==> src/rtl/cpu_run_controller.sv <==
// rtl/cpu_run_controller.sv - button-driven execution sequencer producing a one-cycle core clock-enable
module cpu_run_controller #(
  parameter int DEBOUNCE_CYCLES = 1000000,
  parameter int RUN_DIV         = 25000000
) (
  input  logic        clk,
  input  logic        reset_n,
  input  logic        step_btn_n,
  input  logic        run_btn_n,
  input  logic        bp_en,
  input  logic [31:0] bp_addr,
  input  logic [31:0] pc,
  output logic        cpu_en,
  output logic [1:0]  state,
  output logic [31:0] instr_count,
  output logic        bp_hit
);

  localparam int DW = (DEBOUNCE_CYCLES > 2) ? $clog2(DEBOUNCE_CYCLES) : 1;
  localparam int PW = (RUN_DIV > 2) ? $clog2(RUN_DIV) : 1;
  localparam logic [DW-1:0] DB_LAST = DW'(DEBOUNCE_CYCLES - 1);
  localparam logic [PW-1:0] PS_LAST = PW'(RUN_DIV - 1);

  typedef enum logic [1:0] {
    S_HALT  = 2'b00,
    S_STEP  = 2'b01,
    S_RUN   = 2'b10,
    S_BREAK = 2'b11
  } state_t;

  // Bit 0 is the step button, bit 1 the run/halt button.
  logic [1:0]    w_raw;
  logic [1:0]    r_s1;
  logic [1:0]    r_s2;
  logic [1:0]    r_deb;
  logic [1:0]    r_deb_prev;
  logic [DW-1:0] r_cnt [2];

  logic          w_step_ev;
  logic          w_run_ev;
  logic          w_bp_match;

  state_t        r_state;
  logic          r_cpu_en;
  logic          r_bp_hit;
  logic          r_skip;
  logic [PW-1:0] r_presc;
  logic [31:0]   r_instr_count;

  assign w_raw = {run_btn_n, step_btn_n};

  always_ff @(posedge clk or negedge reset_n) begin
    if (!reset_n) begin
      r_s1       <= 2'b11;
      r_s2       <= 2'b11;
      r_deb      <= 2'b11;
      r_deb_prev <= 2'b11;
      for (int i = 0; i < 2; i++) r_cnt[i] <= '0;
    end else begin
      r_s1       <= w_raw;
      r_s2       <= r_s1;
      r_deb_prev <= r_deb;
      for (int i = 0; i < 2; i++) begin
        if (r_s2[i] == r_deb[i]) begin
          r_cnt[i] <= '0;
        end else if (r_cnt[i] == DB_LAST) begin
          r_deb[i] <= r_s2[i];
          r_cnt[i] <= '0;
        end else begin
          r_cnt[i] <= r_cnt[i] + DW'(1);
        end
      end
    end
  end

  assign w_step_ev  = r_deb_prev[0] & ~r_deb[0];
  assign w_run_ev   = r_deb_prev[1] & ~r_deb[1];
  assign w_bp_match = bp_en && (pc == bp_addr);

  always_ff @(posedge clk or negedge reset_n) begin
    if (!reset_n) begin
      r_state  <= S_HALT;
      r_cpu_en <= 1'b0;
      r_bp_hit <= 1'b0;
      r_skip   <= 1'b0;
      r_presc  <= '0;
    end else begin
      case (r_state)
        S_HALT: begin
          r_cpu_en <= 1'b0;
          r_bp_hit <= 1'b0;
          if (w_run_ev) begin
            r_state <= S_RUN;
            r_presc <= '0;
          end else if (w_step_ev) begin
            r_state  <= S_STEP;
            r_cpu_en <= 1'b1;
          end
        end
        S_STEP: begin
          r_cpu_en <= 1'b0;
          r_bp_hit <= 1'b0;
          r_state  <= S_HALT;
        end
        S_RUN: begin
          if (w_run_ev) begin
            r_state  <= S_HALT;
            r_cpu_en <= 1'b0;
          end else if (r_presc == PS_LAST) begin
            r_presc <= '0;
            // skip lets the instruction sitting on the breakpoint execute once after resume
            if (w_bp_match && !r_skip) begin
              r_state  <= S_BREAK;
              r_bp_hit <= 1'b1;
              r_cpu_en <= 1'b0;
            end else begin
              r_cpu_en <= 1'b1;
              r_skip   <= 1'b0;
            end
          end else begin
            r_presc  <= r_presc + PW'(1);
            r_cpu_en <= 1'b0;
          end
        end
        S_BREAK: begin
          r_cpu_en <= 1'b0;
          if (w_run_ev) begin
            r_state  <= S_RUN;
            r_presc  <= '0;
            r_skip   <= 1'b1;
            r_bp_hit <= 1'b0;
          end else if (w_step_ev) begin
            r_state  <= S_STEP;
            r_cpu_en <= 1'b1;
            r_bp_hit <= 1'b0;
          end
        end
        default: begin
          r_state  <= S_HALT;
          r_cpu_en <= 1'b0;
          r_bp_hit <= 1'b0;
        end
      endcase
    end
  end

  always_ff @(posedge clk or negedge reset_n) begin
    if (!reset_n) begin
      r_instr_count <= '0;
    end else if (r_cpu_en) begin
      r_instr_count <= r_instr_count + 32'd1;
    end
  end

  assign cpu_en      = r_cpu_en;
  assign state       = r_state;
  assign instr_count = r_instr_count;
  assign bp_hit      = r_bp_hit;

endmodule

==> config.mk <==
export PLATFORM = sky130hd
export DESIGN_NAME = cpu_run_controller
export DESIGN_NICKNAME = d
export VERILOG_FILES = /design/src/rtl/cpu_run_controller.sv
export SDC_FILE = /design/constraint.sdc
export NUM_CORES = 1
export LEC_CHECK = 0
export CELL_PAD_IN_SITES_DETAIL_PLACEMENT = 1
export CELL_PAD_IN_SITES_GLOBAL_PLACEMENT = 1
export CORE_UTILIZATION = 41
export CTS_CLUSTER_SIZE = 24
export DETAILED_ROUTE_END_ITERATION = 8
export GPL_TIMING_DRIVEN = 0
export MAX_ROUTING_LAYER = met4
export PLACE_DENSITY_LB_ADDON = 0.1
export SLEW_MARGIN = 0
export SYNTH_ARGS = -nofsm -noshare
export SYNTH_HDL_FRONTEND = slang
export SYNTH_SLANG_ARGS = --single-unit
==> constraint.sdc <==
create_clock -name clk -period 3.2 [get_ports clk]
set_input_delay 0.64 -clock clk [delete_from_list [all_inputs] [get_ports clk]]
set_output_delay 0.64 -clock clk [all_outputs]
set_load 0.02 [all_outputs]
==> results of run 1 <==
cell type report:
class                   count  share of cell area [%]
clock inverters             7                   1.080
flip-flops and latches    110                   37.25
well taps                 180                   3.036
repair buffers            105                   14.27
clock buffers               9                   3.036
multi-input cells         451                   39.76
plain buffers              14                  0.9615
inverters                  12                  0.6073
per-stage QoR:
stage / setup TNS (ps) / setup WS, ps / util (%) / std cells
after floorplan: 0 / 834.3 / - / 587
after detailed placement: 0 / 681.6 / 51.23 / 872
after CTS: 0 / 674.9 / 53.43 / 888
final: 0 / 667.1 / 53.43 / 888
after global routing: 0 / 441.1 / 53.43 / 888
after global placement: -288530 / -2729 / 51.11 / 871
worst max-delay path: stages (launching register included):
cell,delay [ps]
dfrtp_1,460
inv_1,70
ha_1,290
buf_4,180
nand2b_1,200
o21ai_2,400
nand4_1,310
or3_1,400
a21oi_1,150
where the power goes:
part / internal [uW] / switching (uW)
logic: 113 / 89.7
clock network: 619 / 540
registers: 1400 / 8.84
layer usage:
metal | GRT usage (%) | vias to the layer above | share of wire [%]
li1 | - | 2322 | -
met1 | 27.96 | 2429 | 46
met2 | 37.71 | 57 | 51
met3 | 4.746 | 13 | 2.7
met4 | 4.861 | 0 | 1.0
met5 | - | - | 0
synthesized netlist by cell type (12+ instances only):
| cell type | number | area share [%] |
|---|---|---|
| inv_1 | 12 | 0.77 |
| and3_1 | 20 | 2.1 |
| xnor2_1 | 65 | 9.8 |
| nor2_1 | 70 | 4.5 |
| nand3_1 | 37 | 3.2 |
| nor3_1 | 12 | 1.0 |
| nand4_1 | 40 | 4.3 |
| nand2_1 | 38 | 2.4 |
| dfrtp_1 | 102 | 44 |
| xor2_1 | 43 | 6.5 |
| nor4_1 | 13 | 1.4 |
registers in the layout, summed over array words and instances, names as in the netlist:
signal	count
r_cnt	40
instr_count	32
r_presc	25
r_deb	2
r_deb_prev	2
r_s1	2
r_s2	2
state	2
bp_hit	1
cpu_en	1
r_skip	1
logic make-up (layout without fill, tap and decap cells):
logic type      count (synthesis)  after routing  share of synthesized area (%)
fa+ha+maj                       7              7                          1.503
buf+inv                        26            147                          1.996
simple gates                  280            280                          25.98
compound gates                 53             53                          6.312
xor+xnor                      108            108                          16.23
flops                         110            110                          47.40
mux                             3              3                         0.5796
worst paths after layout:
| path | startpoint | cells after the start | slack [ps] | end |
|---|---|---|---|---|
| min reg2reg | r_s1[0] | 0 | 360 | r_s2[0] |
| min in group asynchronous | reset_n | 1 | 400 | r_cnt[4] |
| max | state[0] | 8 | 670 | r_presc[13] |
| max reg2reg | state[0] | 8 | 670 | r_presc[13] |
| max in group asynchronous | reset_n | 2 | 2010 | r_deb[0] |
| min | r_s1[0] | 0 | 360 | r_s2[0] |
==> results.toml, run 1 <==
[layout]
drive_gt1_share_pct = 7.910
area_growth_pct = 27.26
multiInputGateArea_um2 = 2949
final_common_cell = "clkdlybuf4s50_1"
diodes = 0
fin_nets = 779
seq_area_um2 = 2763
num-fill-cells = 1557
stdcell_area_um2 = 7417
final_cell_mix = "103 x clkdlybuf4s50_1, 102 x dfrtp_1, 70 x nor2_1"

[power]
powerDensity_nw_per_um2 = 373.5
peakVddDrop_v = 0.0002623
finalPower_uw = 2770
power_leakage_uw = 0.003105

[sta]
hold_viol = 0
fmax_mhz = 394.8
skew_ps = 8.674
min_period_ps = 2533
finalSetupViolCount = 0
fin_crit_sh_pct = 79.15
slew_headroom_pct = 40.90
slew_violations = 0
holdWs_ps = 361.9
worst_slew_pin_slew_ps = 886.5
rsz0062_at_grt = "no"

[placed_design]
placed_cell_area_um2 = 7112
hpwl_um = 11130
io_buffers = 104
place.gp.congestion = 0.7859

[floorplan]
start_util_pct = 41.99
core_area_um2 = 13880
fp.dieW_um = 121.2
rows = 43
pin_count = 105
die-area_um2 = 14700
die_height_um = 121.2

[clocking]
root_buffer = "clkbuf_16"
cts.sinks = 110
cts_tree = "built"
clock_latency_ps = 360
holdBufCountCts = 0
clk_path_buf_depth = 2
cts_resized = 0
cts_made_buffers = 9
htreeDepth = 3
post_cts_buffers = 0
clkTransAtPathRegs_ps = 80

[synth]
avgSynthCellArea_um2 = 9.929
synth_area_um2 = 5828
synth_edf_count = 0
syn_inst = 587
synth_warnings = 0
synthArstFlopShare_pct = 100.0
synthesis.nets = 663
synth_cell_types = 56
ys.flop_type = "dfrtp_1"
ys_seq_area_share_pct = 47.40
ys_ff_latch = 110

[critical_path]
required_ps = 3480
cp.arrival_ps = 2820
path_class = "reg2reg"
critPathCaptureType = "flop"
crit_fanout = 10
start_kind = "flop"

[grt]
grt_pass1_vias = 5059
grt_pass1_wl_um = 25240
grt_max_degree = 70
overflow = 0
grt_usage_pct = 22.50
antenna_found_initial = 0

[route]
viasPerCell = 5.429
drt_iter0_drc = 198
drc_errors = 0
dr.pass1.iters = 4
wirelength_um = 14590
post_drt_wl_per_cell_um = 16.42
vias = 4821
ant_nets = 0

[min_path]
min_path_type = "reg2reg"

[run]
cap_viol_max_count = 0

[status]
status = "finished clean"
No activity file was read; power rests on OpenSTA's default activity.
==> run 2, diff against run 1 <==
Settings changed: CORE_UTILIZATION 41 to 37.
Clock period 3.2 ns to 2.3 ns, I/O delays scaled along.
==> run 2 against run 1 <==
Power rose by 36%. Utilization fell by 4.0 points. Combinational power rose by 41%. Maximum frequency rose by 14%. Non-clock buffer count rose by 8. Register-to-register slack got worse by 590 ps. Critical endpoint is now r_presc[16]. Largest cell class unchanged. Largest power group unchanged.
==> results.toml, run 2 (same netlist as run 1, synthesis figures left out) <==
[floorplan]
rows = 45
start_util_pct = 38.06
fp.dieW_um = 127.5
die-area_um2 = 16260
pin_count = 105
die_height_um = 127.5
core_area_um2 = 15310

[layout]
final_cell_mix = "103 x clkdlybuf4s50_1, 101 x dfrtp_1, 70 x nor2_1"
stdcell_area_um2 = 7564
final_cell_count_no_fill = 927
area_growth_pct = 29.78
largest_reg_flops = 40
fin_nets = 787
final_common_cell = "clkdlybuf4s50_1"
drive_gt1_share_pct = 9.078
top_register = "r_cnt"
diodes = 0

[min_path]
min_path_type = "reg2reg"
hold_path_depth = 0

[placed_design]
io_buffers = 104
hpwl_um = 11410
dp_cells = 903
placed_cell_area_um2 = 7163
place.gp.congestion = 0.7797

[clocking]
clock_latency_ps = 360
htreeDepth = 3
cts_tree = "built"
clk_path_buf_depth = 2
clkTransAtPathRegs_ps = 70
cts.sinks = 110
root_buffer = "clkbuf_16"
cts_made_buffers = 9

[sta]
slew_headroom_pct = 48.70
fin_crit_sh_pct = 96.79
slew_violations = 0
skew_ps = 5.925
hold_viol = 0
fmax_mhz = 449.2
worst_slew_pin_slew_ps = 762.5
finalSetupViolCount = 0
min_period_ps = 2226
rsz0062_at_grt = "yes"

[status]
status = "finished clean"

[route]
vias = 4802
viasPerCell = 5.180
post_drt_wl_per_cell_um = 16.29
wirelength_um = 15100
ant_nets = 0
drc_errors = 0
dr.pass1.iters = 4
drt_iter0_drc = 140

[run]
cap_viol_max_count = 0

[grt]
grt_max_degree = 78
overflow = 0
antenna_found_initial = 0
grt_pass1_wl_um = 25200
grt_usage_pct = 20.32
grt_pass1_vias = 5036

[critical_path]
critPathCaptureType = "flop"
cp.arrival_ps = 2490
crit_fanout = 6
start_kind = "flop"
required_ps = 2560
r2r.worst_path.cells = 8
crit_path_cell_trace = "inv_1, ha_1, buf_6, nand2b_4, o21a_4, or3_4, or4_1, o311ai_1"
path_class = "reg2reg"
cp_slowest_stage_delay_ps = 410
cp_slowest_cell = "or4_1"

[power]
powerDensity_nw_per_um2 = 496.7
power_leakage_uw = 0.003145
peakVddDrop_v = 0.0004100
run 2: layout make-up:
type,count,area (um2)
Sequential cell,110,2764
Timing Repair Buffer,114,1140
Clock inverter,2,16.27
Clock buffer,14,264.0
Multi-Input combinational cell,451,2995
Inverter,12,45.04
Tap cell,211,264.0
Buffer,13,75.07
Fill cell,1740,7751
run 2: metal layers:
metal | wire, um | vias up | GRT usage [%]
met2 | 7647 | 47 | 34.30
met5 | 0 | - | -
li1 | - | 2332 | -
met3 | 385 | 17 | 4.355
met4 | 219 | 0 | 5.882
met1 | 6848 | 2406 | 24.41
run 2: worst paths after layout:
path,slack [ps],to,startpoint
hold reg to reg,360,r_s2[0],r_s1[0]
max in group asynchronous,1020,r_s1[0],reset_n
min in group asynchronous,550,r_cnt[5],reset_n
setup / recovery,70,r_presc[16],state[0]
setup reg to reg,70,r_presc[16],state[0]
hold / removal,360,r_s2[0],r_s1[0]
run 2: what timing repair did:
action	in CTS	in global routing
pin swaps	2	1
buffers inserted	5	3
hold buffers	1	0
endpoints found under the setup margin	14	32
resized for setup	4	6
hold endpoints to repair	31	0
run 2: critical path: cells and delay by family, from the launching register on:
kind	cells	cell delay [ps]
flip-flops	1	370
adder cells (fa/ha/maj)	1	290
buffers and inverters	2	190
AND/OR/NAND/NOR	3	960
AO/OA/AOI/OAI	2	320
run 2: power by group:
part           switching (uW)  internal, uW  leakage (uW)  total (uW)
combinational             126           160       0.00153         286
sequential               11.4          1950       0.00148        1960
clock                     713           798      0.000133        1510
run 2: through the flow:
step / total power, uW / utilization (%) / setup slack [ps] / hold WS, ps / TNS [ps]
floorplan: 2089 / - / 13.61 / 164.4 / 0
global placement: 2276 / 46.59 / -3994 / 350.5 / -382840
detailed placement: 2287 / 46.77 / -214.7 / 349.9 / -1313
CTS: 3814 / 49.00 / 29.64 / 361.5 / 0
global route: 3902 / 49.39 / -12.06 / 363.1 / -14.21
finish: 3757 / 49.39 / 73.92 / 361.6 / 0
